===== src/rtl/bus_address_transmitter_if.sv =====
// Master-core handshake and serial-bus lines of the bus address transmitter.
// The master modport is the transmitter's view; slave is the environment's.
interface bus_address_transmitter_if #(
    parameter int SLAVE_W = 2,
    parameter int ADDR_W  = 12
);
    logic               M_REQ;
    logic [SLAVE_W-1:0] M_SLAVE_ID;
    logic [ADDR_W-1:0]  M_ADDR;
    logic               B_SBSY;
    logic               S_READY;
    logic               B_UTIL;
    logic               A_ADD;
    logic               B_BUS_OUT;
    logic               M_BUSY;
    logic               M_DONE;
    logic               M_ERR;
    logic               M_RETRY;

    modport master (
        input  M_REQ, M_SLAVE_ID, M_ADDR, B_SBSY, S_READY,
        output B_UTIL, A_ADD, B_BUS_OUT, M_BUSY, M_DONE, M_ERR, M_RETRY
    );

    modport slave (
        output M_REQ, M_SLAVE_ID, M_ADDR, B_SBSY, S_READY,
        input  B_UTIL, A_ADD, B_BUS_OUT, M_BUSY, M_DONE, M_ERR, M_RETRY
    );
endinterface


===== src/rtl/bus_address_transmitter.sv =====
// Serialises slave id then memory address onto B_UTIL/A_ADD/B_BUS_OUT.
// Optional macro ADDR_PARITY_EN appends one even-parity bit after the address.
module bus_address_transmitter #(
    parameter int                 SLAVE_W  = 2,
    parameter int                 ADDR_W   = 12,
    parameter logic [SLAVE_W-1:0] SPLIT_ID = 2'b10,
    parameter int                 TIMEOUT  = 8
) (
    input  logic                      CLK,
    input  logic                      RSTN,
    bus_address_transmitter_if.master bus
);

    localparam int CNT_MAX = (ADDR_W > SLAVE_W) ? ADDR_W : SLAVE_W;
    localparam int CNT_W   = $clog2(CNT_MAX + 1);
    localparam int WAIT_W  = $clog2(TIMEOUT + 1);

    localparam logic [CNT_W-1:0]  ID_LAST   = CNT_W'(SLAVE_W - 1);
    localparam logic [CNT_W-1:0]  ADDR_LAST = CNT_W'(ADDR_W - 1);
    localparam logic [WAIT_W-1:0] WAIT_LAST = WAIT_W'(TIMEOUT - 1);

    typedef enum logic [2:0] {
        S_IDLE,
        S_ID,
        S_WAIT_RDY,
        S_ADDR,
`ifdef ADDR_PARITY_EN
        S_PAR,
`endif
        S_DONE
    } state_t;

    state_t             state_q,    state_d;
    logic [SLAVE_W-1:0] id_sh_q,    id_sh_d;
    logic [ADDR_W-1:0]  addr_sh_q,  addr_sh_d;
    logic [CNT_W-1:0]   bit_cnt_q,  bit_cnt_d;
    logic [WAIT_W-1:0]  wait_cnt_q, wait_cnt_d;
    logic               util_q,     util_d;
    logic               aadd_q,     aadd_d;
    logic               bit_q,      bit_d;
    logic               busy_q,     busy_d;
    logic               done_q,     done_d;
    logic               err_q,      err_d;
    logic               retry_q,    retry_d;
`ifdef ADDR_PARITY_EN
    logic               par_q,      par_d;
`endif

    logic [SLAVE_W-1:0] id_shl;
    logic [ADDR_W-1:0]  addr_shl;
    logic               split_reject;

    assign id_shl       = id_sh_q << 1;
    assign addr_shl     = addr_sh_q << 1;
    assign split_reject = (bus.M_SLAVE_ID == SPLIT_ID) && bus.B_SBSY;

    // Next-state logic computes the outputs for the cycle after the edge,
    // so every bus line comes straight from a flop.
    always_comb begin
        state_d    = state_q;
        id_sh_d    = id_sh_q;
        addr_sh_d  = addr_sh_q;
        bit_cnt_d  = bit_cnt_q;
        wait_cnt_d = wait_cnt_q;
        util_d     = 1'b0;
        aadd_d     = 1'b0;
        bit_d      = 1'b0;
        busy_d     = 1'b0;
        done_d     = 1'b0;
        err_d      = 1'b0;
        retry_d    = 1'b0;
`ifdef ADDR_PARITY_EN
        par_d      = par_q;
`endif

        unique case (state_q)
            S_IDLE: begin
                if (bus.M_REQ) begin
                    if (split_reject) begin
                        retry_d = 1'b1;
                    end else begin
                        state_d   = S_ID;
                        id_sh_d   = bus.M_SLAVE_ID;
                        addr_sh_d = bus.M_ADDR;
                        bit_cnt_d = '0;
`ifdef ADDR_PARITY_EN
                        par_d     = ^{bus.M_SLAVE_ID, bus.M_ADDR};
`endif
                        util_d    = 1'b1;
                        aadd_d    = 1'b1;
                        bit_d     = bus.M_SLAVE_ID[SLAVE_W-1];
                        busy_d    = 1'b1;
                    end
                end
            end

            S_ID: begin
                util_d = 1'b1;
                busy_d = 1'b1;
                if (bit_cnt_q == ID_LAST) begin
                    state_d    = S_WAIT_RDY;
                    wait_cnt_d = '0;
                end else begin
                    aadd_d    = 1'b1;
                    id_sh_d   = id_shl;
                    bit_d     = id_shl[SLAVE_W-1];
                    bit_cnt_d = bit_cnt_q + CNT_W'(1);
                end
            end

            // Ready is checked before the timeout so a late acknowledge still wins.
            S_WAIT_RDY: begin
                if (bus.S_READY) begin
                    state_d   = S_ADDR;
                    bit_cnt_d = '0;
                    util_d    = 1'b1;
                    busy_d    = 1'b1;
                    bit_d     = addr_sh_q[ADDR_W-1];
                end else if (wait_cnt_q == WAIT_LAST) begin
                    state_d = S_IDLE;
                    err_d   = 1'b1;
                end else begin
                    wait_cnt_d = wait_cnt_q + WAIT_W'(1);
                    util_d     = 1'b1;
                    busy_d     = 1'b1;
                end
            end

            S_ADDR: begin
                if (bit_cnt_q == ADDR_LAST) begin
`ifdef ADDR_PARITY_EN
                    state_d = S_PAR;
                    util_d  = 1'b1;
                    busy_d  = 1'b1;
                    bit_d   = par_q;
`else
                    state_d = S_DONE;
                    done_d  = 1'b1;
`endif
                end else begin
                    util_d    = 1'b1;
                    busy_d    = 1'b1;
                    addr_sh_d = addr_shl;
                    bit_d     = addr_shl[ADDR_W-1];
                    bit_cnt_d = bit_cnt_q + CNT_W'(1);
                end
            end

`ifdef ADDR_PARITY_EN
            S_PAR: begin
                state_d = S_DONE;
                done_d  = 1'b1;
            end
`endif

            S_DONE: begin
                state_d = S_IDLE;
            end

            default: begin
                state_d = S_IDLE;
            end
        endcase
    end

    always_ff @(posedge CLK or negedge RSTN) begin
        if (!RSTN) begin
            state_q    <= S_IDLE;
            id_sh_q    <= '0;
            addr_sh_q  <= '0;
            bit_cnt_q  <= '0;
            wait_cnt_q <= '0;
            util_q     <= 1'b0;
            aadd_q     <= 1'b0;
            bit_q      <= 1'b0;
            busy_q     <= 1'b0;
            done_q     <= 1'b0;
            err_q      <= 1'b0;
            retry_q    <= 1'b0;
`ifdef ADDR_PARITY_EN
            par_q      <= 1'b0;
`endif
        end else begin
            state_q    <= state_d;
            id_sh_q    <= id_sh_d;
            addr_sh_q  <= addr_sh_d;
            bit_cnt_q  <= bit_cnt_d;
            wait_cnt_q <= wait_cnt_d;
            util_q     <= util_d;
            aadd_q     <= aadd_d;
            bit_q      <= bit_d;
            busy_q     <= busy_d;
            done_q     <= done_d;
            err_q      <= err_d;
            retry_q    <= retry_d;
`ifdef ADDR_PARITY_EN
            par_q      <= par_d;
`endif
        end
    end

    assign bus.B_UTIL    = util_q;
    assign bus.A_ADD     = aadd_q;
    assign bus.B_BUS_OUT = bit_q;
    assign bus.M_BUSY    = busy_q;
    assign bus.M_DONE    = done_q;
    assign bus.M_ERR     = err_q;
    assign bus.M_RETRY   = retry_q;

endmodule


===== src/flat_wrapper.sv =====
// flat-port wrapper written by rule: the top's interface ports become plain ports
module bus_address_transmitter_flat 
#(
    parameter int                 SLAVE_W  = 2,
    parameter int                 ADDR_W   = 12,
    parameter logic [SLAVE_W-1:0] SPLIT_ID = 2'b10,
    parameter int                 TIMEOUT  = 8
)
  (CLK, RSTN, bus_M_REQ, bus_M_SLAVE_ID, bus_M_ADDR, bus_B_SBSY, bus_S_READY, bus_B_UTIL, bus_A_ADD, bus_B_BUS_OUT, bus_M_BUSY, bus_M_DONE, bus_M_ERR, bus_M_RETRY);
  bus_address_transmitter_if #(.SLAVE_W(SLAVE_W), .ADDR_W(ADDR_W)) bus_i ();
  input  logic CLK;
  input  logic RSTN;
  input wire logic [$bits(bus_i.M_REQ)-1:0] bus_M_REQ;
  input wire logic [$bits(bus_i.M_SLAVE_ID)-1:0] bus_M_SLAVE_ID;
  input wire logic [$bits(bus_i.M_ADDR)-1:0] bus_M_ADDR;
  input wire logic [$bits(bus_i.B_SBSY)-1:0] bus_B_SBSY;
  input wire logic [$bits(bus_i.S_READY)-1:0] bus_S_READY;
  output wire logic [$bits(bus_i.B_UTIL)-1:0] bus_B_UTIL;
  output wire logic [$bits(bus_i.A_ADD)-1:0] bus_A_ADD;
  output wire logic [$bits(bus_i.B_BUS_OUT)-1:0] bus_B_BUS_OUT;
  output wire logic [$bits(bus_i.M_BUSY)-1:0] bus_M_BUSY;
  output wire logic [$bits(bus_i.M_DONE)-1:0] bus_M_DONE;
  output wire logic [$bits(bus_i.M_ERR)-1:0] bus_M_ERR;
  output wire logic [$bits(bus_i.M_RETRY)-1:0] bus_M_RETRY;
  assign bus_i.M_REQ = bus_M_REQ;
  assign bus_i.M_SLAVE_ID = bus_M_SLAVE_ID;
  assign bus_i.M_ADDR = bus_M_ADDR;
  assign bus_i.B_SBSY = bus_B_SBSY;
  assign bus_i.S_READY = bus_S_READY;
  assign bus_B_UTIL = bus_i.B_UTIL;
  assign bus_A_ADD = bus_i.A_ADD;
  assign bus_B_BUS_OUT = bus_i.B_BUS_OUT;
  assign bus_M_BUSY = bus_i.M_BUSY;
  assign bus_M_DONE = bus_i.M_DONE;
  assign bus_M_ERR = bus_i.M_ERR;
  assign bus_M_RETRY = bus_i.M_RETRY;
  bus_address_transmitter #(.SLAVE_W(SLAVE_W), .ADDR_W(ADDR_W), .SPLIT_ID(SPLIT_ID), .TIMEOUT(TIMEOUT)) u_core (.CLK(CLK), .RSTN(RSTN), .bus(bus_i));
endmodule

===== config.mk =====
export PLATFORM = sky130hd
export DESIGN_NAME = bus_address_transmitter_flat
export DESIGN_NICKNAME = d
export VERILOG_FILES = /design/src/rtl/bus_address_transmitter_if.sv /design/src/rtl/bus_address_transmitter.sv /design/src/flat_wrapper.sv
export SDC_FILE = /design/constraint.sdc
export NUM_CORES = 1
export LEC_CHECK = 0
export ABC_CLOCK_PERIOD_IN_PS = 1860
export BUFFER_PORTS_ARGS = -buffer_cell sky130_fd_sc_hd__buf_2
export CORE_ASPECT_RATIO = 1.4
export CORE_MARGIN = 3
export CORE_UTILIZATION = 40
export CTS_BUF_LIST = sky130_fd_sc_hd__clkbuf_8
export CTS_CLUSTER_SIZE = 24
export DETAILED_ROUTE_END_ITERATION = 16
export PLACE_DENSITY = 0.61
export SLEW_MARGIN = 20
export SYNTH_ARGS = -nofsm -noshare
export SYNTH_HDL_FRONTEND = slang
export SYNTH_SLANG_ARGS = --single-unit

===== constraint.sdc =====
create_clock -name CLK -period 1.86 [get_ports CLK]
set_clock_uncertainty 0.1 [all_clocks]
set_input_delay 0.093 -clock CLK [delete_from_list [all_inputs] [get_ports CLK]]
set_output_delay 0.093 -clock CLK [all_outputs]
set_load 0.1 [all_outputs]

* Word level (Yosys, flattened, before mapping)
Index checks and enable logic that the tools add are counted.
** Cells by class
- Equal/unequal tests :: 17
- Reduce and logical (&&, ||, !) cells :: 11
- Mux-type cells :: 47
- Add/sub/neg operators :: 2
** Operator list (count)
- 2-to-1 mux 12 bit :: 3
- 2-to-1 mux 4 bit :: 8
- one-hot mux 12 bit (2 select lines) :: 1
- 2-to-1 mux 1 bit :: 22
- 2-to-1 mux 3 bit :: 6
- one-hot mux 4 bit (4 select lines) :: 1
- != test 2 bit, second input constant :: 7
- one-hot mux 3 bit (4 select lines) :: 1
- AND reduction 4 bit :: 3
- adder 4 x 1 -> 4 bit, second input constant :: 2
- one-hot mux 1 bit (4 select lines) :: 2
- one-hot mux 4 bit (2 select lines) :: 1
- equality test 3 x 2 -> 1 bit, second input constant :: 2
- AND reduction 6 bit :: 1
- nonzero test 2 bit :: 3
- AND reduction 5 bit :: 1
- equality test 4 x 1 -> 1 bit, second input constant :: 1
- equality test 4 x 3 -> 1 bit, second input constant :: 1
- equality test 4 bit, second input constant :: 1
- != test 2 x 1 -> 1 bit, second input constant :: 2
- one-hot mux 1 bit (2 select lines) :: 2
- nonzero test 4 bit :: 1
- equality test 3 x 1 -> 1 bit, second input constant :: 1
- logical NOT 3 bit :: 1
- other kinds (3) :: 3
** Word-level totals
- Word-level logic and storage cells :: 88
- Output and inout port bits :: 7
- Input bits :: 19
- Flip-flop bits (word level) :: 30

* Longest topological paths before layout
- Depth after elaboration :: 5
- Mapped depth :: 6
- Gate-level depth less buffers :: 6

* Worst setup path after synthesis
No wires, ideal clock.
- Path kind :: reg-to-reg
- Start :: reg u_core.bit_cnt_q[1]
- End :: reg u_core.wait_cnt_q[3]
- Arrival :: 1466 ps
- Setup time :: 126 ps
- Data required time :: 1634 ps
- Buffers on the path :: 0
- Cell stages (with the launch flop) :: 7
- Slack :: 168 ps
- Cell sequence :: dfrtp_1 > inv_1 > ha_1 > nor3b_2 > a22oi_1 > or2_1 > a221o_1
** On the way
- Longest elaborated chain between the ends :: 3
** RTL lines
- from (decl) :: RTL line bus_address_transmitter.sv:36 : logic [CNT_W-1:0] bit_cnt_q, bit_cnt_d;
- from (signal assigned) :: RTL line bus_address_transmitter.sv:187 : bit_cnt_q <= bit_cnt_d;
- equality test 4 x 1 -> 1 bit :: RTL line bus_address_transmitter.sv:100 : if (bit_cnt_q == ID_LAST) begin
- != test 2 x 1 -> 1 bit (no line)
- AND reduction 4 bit (no line)
- to (signal assigned) :: RTL line bus_address_transmitter.sv:188 : wait_cnt_q <= wait_cnt_d;
- to (decl) :: RTL line bus_address_transmitter.sv:37 : logic [WAIT_W-1:0] wait_cnt_q, wait_cnt_d;
Every way passes these cells.
A chain may end at the register's enable or synchronous reset.

* Final worst setup path
- Start :: reg u_core.state_q[1]
- End :: reg u_core.wait_cnt_q[2]
** On the way
- Longest elaborated chain between the ends :: 3
** RTL lines
- from (decl) :: RTL line bus_address_transmitter.sv:33 : state_t state_q, state_d;
- from (signal assigned) :: RTL line bus_address_transmitter.sv:184 : state_q <= state_d;
- equality test 3 x 2 -> 1 bit or equality test 3 x 1 -> 1 bit (tied branches) :: RTL line bus_address_transmitter.sv:76 : unique case (state_q)
- != test 2 bit (no line), or another cell as far along
- AND reduction 4 bit (no line)
Parallel ways exist; a longest one is shown, timed or not.

==> flow_metrics.env <==
export IMPL_cp_startpoint="u_core.state_q[1]"
export IMPL_yosysTopAreaCell="dfrtp_1"
export IMPL_vias=1229
export IMPL_critPathBufInv=2
export IMPL_wl_per_cell_um=13.8
export IMPL_die_h_um=80.0
export IMPL_finish_net_count=211
export IMPL_grt_setup_unrepaired="yes"
export IMPL_clock_path_buffers=2
export IMPL_dp_cells=216
export IMPL_syn_num_nets=171
export IMPL_gp_congestion=0.804
export IMPL_die_w_um=58.8
export IMPL_fillerInstances=357
export IMPL_setup_tns_ns=0
export IMPL_n_antenna_cell=0
export IMPL_antenna_found_initial=0
export IMPL_htreeDepth=2
export IMPL_clock_sinks=30
export IMPL_yosysTopAreaCellShare=0.480
export IMPL_clock_root_buffer="clkbuf_8"
export IMPL_avgSynthCellArea_sq_um=10.5
export IMPL_report_power_total_mw=3.28
export IMPL_core_area_sq_um=3710
export IMPL_start_util=0.422
export IMPL_cp_start_kind="flip-flop"
export IMPL_yosysWarningCount=0
export IMPL_cpPeakStageDelay_ns=0.43
export IMPL_crit_slowest_cell="dfrtp_1"
export IMPL_r2r_start="u_core.state_q[1]"
export IMPL_end_kind="flip-flop"
export IMPL_setup_slack_ns=0.0546
export IMPL_pin_count=26
export IMPL_cap_violations=0
export IMPL_insertion_delay_ns=0.27
export IMPL_crit_family="simple AND/OR/NAND/NOR gates"
export IMPL_status="completed"
export IMPL_hold_viol=0
export IMPL_worstHoldPathType="in2reg"
export IMPL_timing_fmax_mhz=554
export IMPL_fin_cells=230
export IMPL_vdd_drop_max_v=0.00103
export IMPL_layout_drive_gt1_share=0.303
export IMPL_syn_inst=149
export IMPL_final_util=0.521
export IMPL_hold_start="bus_M_SLAVE_ID[1]"
export IMPL_p_leak_nw=0.902
export IMPL_netlist_area_sq_um=1560
export IMPL_arrival_ns=1.87
export IMPL_syn2layout_area_growth_pct=23.4
export IMPL_clk_pin_slew_worst_paths_ns=0.06
export IMPL_grt_start_max_net_pins=31
export IMPL_drc=0
export IMPL_wl_mm=3.18
export IMPL_grt_use_met2=0.254
export IMPL_synthDistinctLibCells=41
export IMPL_cts_tree="done"
export IMPL_io_buffers=25
export IMPL_rows=26
export IMPL_use_met3=0.0502
export IMPL_post_route_period_util=0.971
export IMPL_path_common_cell="buf_4"
export IMPL_cp_cell_sequence="buf_4 -> nor2b_1 -> a22oi_2 -> or2_1 -> buf_4 -> a22o_1"
export IMPL_die_area_sq_um=4710
export IMPL_cts_buffers=5
export IMPL_avgViaCountPerCell=5.34
export IMPL_grt_pass1_vias=1208
export IMPL_report_final_slew_viol_count=0
export IMPL_seq_area_frac_synth=0.480
export IMPL_whs_ns=0.00851
export IMPL_ant_nets=0
export IMPL_ys_async_sr_fraction=1.00
export IMPL_critPathKind="reg2reg"
export IMPL_critPathMaxFanout=6
export IMPL_synth_edf_count=0
export IMPL_placed_cell_area_sq_um=1760
export IMPL_finish_instance_area_sq_um=1930
export IMPL_grt_use_total=0.152
export IMPL_ys_flop_type="dfrtp_1"
export IMPL_crit_required_ns=1.92
export IMPL_grt_pass1_wl_mm=5.40
export IMPL_grt_busiest_layer="met2"
export IMPL_first_pass_iters=4
export IMPL_setup_viol=0
export IMPL_timing_max_slew_rel_slack=0.567
export IMPL_grt_met1_usage=0.170
export IMPL_pre_cts_ws_ns=0.0600
export IMPL_synth_area_leaders="dfrtp_1, mux2i_1, nor2_1"
export IMPL_drtIter0Drc=69
export IMPL_grt_ovfl_total=0
export IMPL_tightestPinTransition_ns=0.649
export IMPL_dp_hpwl_mm=2.36
export IMPL_p_per_area_nw_per_um2=1700
export IMPL_period_needed_ns=1.81
export IMPL_synth_seq_cells=30
-- layer usage --
layer  part of all wire  vias up  wire, um
li1                   -      610         -
met1               0.40      582      1260
met2               0.52       28      1660
met3              0.053        9       167
met4              0.027        0        85
met5                  0        -         0
-- cell type report --
class / count / area (sq um) / area share
multi-input combinational: 105 / 756 / 0.391
inverter: 7 / 26.3 / 0.0136
timing repair buffer: 40 / 263 / 0.136
clock buffer: 6 / 82.6 / 0.0428
tap: 42 / 52.6 / 0.0272
sequential: 30 / 751 / 0.389
-- registers in the layout (all words and copies together) (netlist names) --
register / flops
u_core.id_sh_q: 1
u_core.bus.B_UTIL: 1
u_core.state_q: 3
u_core.bus.A_ADD: 1
u_core.bus.M_ERR: 1
u_core.bit_cnt_q: 4
u_core.addr_sh_q: 12
u_core.bus.M_DONE: 1
u_core.bus.B_BUS_OUT: 1
u_core.bus.M_RETRY: 1
u_core.wait_cnt_q: 4
-- final timing paths --
| kind | endpoint | slack [ns] | cells past startpoint |
|---|---|---|---|
| setup / recovery | u_core.wait_cnt_q[2] | 0.05 | 6 |
| hold / removal | u_core.bus.B_BUS_OUT | 0.009 | 3 |
| setup reg to reg | u_core.wait_cnt_q[2] | 0.05 | 6 |
| hold reg to reg | u_core.addr_sh_q[7] | 0.41 | 2 |
| max in group asynchronous | u_core.bit_cnt_q[3] | 0.96 | 2 |
| min in group asynchronous | u_core.bus.M_RETRY | 0.28 | 2 |
-- synthesized netlist by cell type, types with 4 or more instances --
cell and instances:
nor2b_1 4, nor3_1 4, o21ai_0 4, a21oi_2 7, a21oi_1 5, nand3_1 7
dfrtp_1 30, inv_1 7, o22ai_1 4, mux2i_1 11, nor2_1 18
-- logic make-up after synthesis --
logic type | share of synthesized area
muxes | 0.0704
and+or+nand+nor | 0.212
buffers and inverters | 0.0480
adders and majority gates | 0.0240
DFF | 0.480
AOI/OAI and AO/OA | 0.166
-- tightest hold or removal path, stage by stage --
cell	delay (ns)
buf_2	0.10
a22oi_1	0.08
nand3_1	0.08
-- repair_timing --
action / 4_1_cts / 5_1_grt
hold endpoints to repair: 33 / 0
hold buffers: 5 / 0
setup buffers: 0 / 3
endpoints found under the setup margin: 0 / 4
gates resized for setup: 0 / 3
-- power breakdown --
group / total [mW] / switching (mW) / internal [mW]
logic: 1.68 / 0.982 / 0.699
clock network: 0.501 / 0.216 / 0.284
registers: 1.09 / 0.188 / 0.905
total: 3.28 / 1.39 / 1.89
-- cells in the final DEF, fill, tap and decap left out, drive strengths merged, types with 2 or more instances in the layout --
master and instances:
inv 7, clkbuf 6, nor2b 4, dfrtp 30
nand3b 3, ha 3, mux2i 11, buf 35
a21oi 12, nand3 7, or2 2, a22o 2
and3b 3, nand2b 3, a22oi 3, nor3b 3
dlygate4sd3 5, a31oi 2, and3 2, nor2 18
o21ai 5, nor3 4, o22ai 5, nand2 3
(Power assumes the default switching activity.)
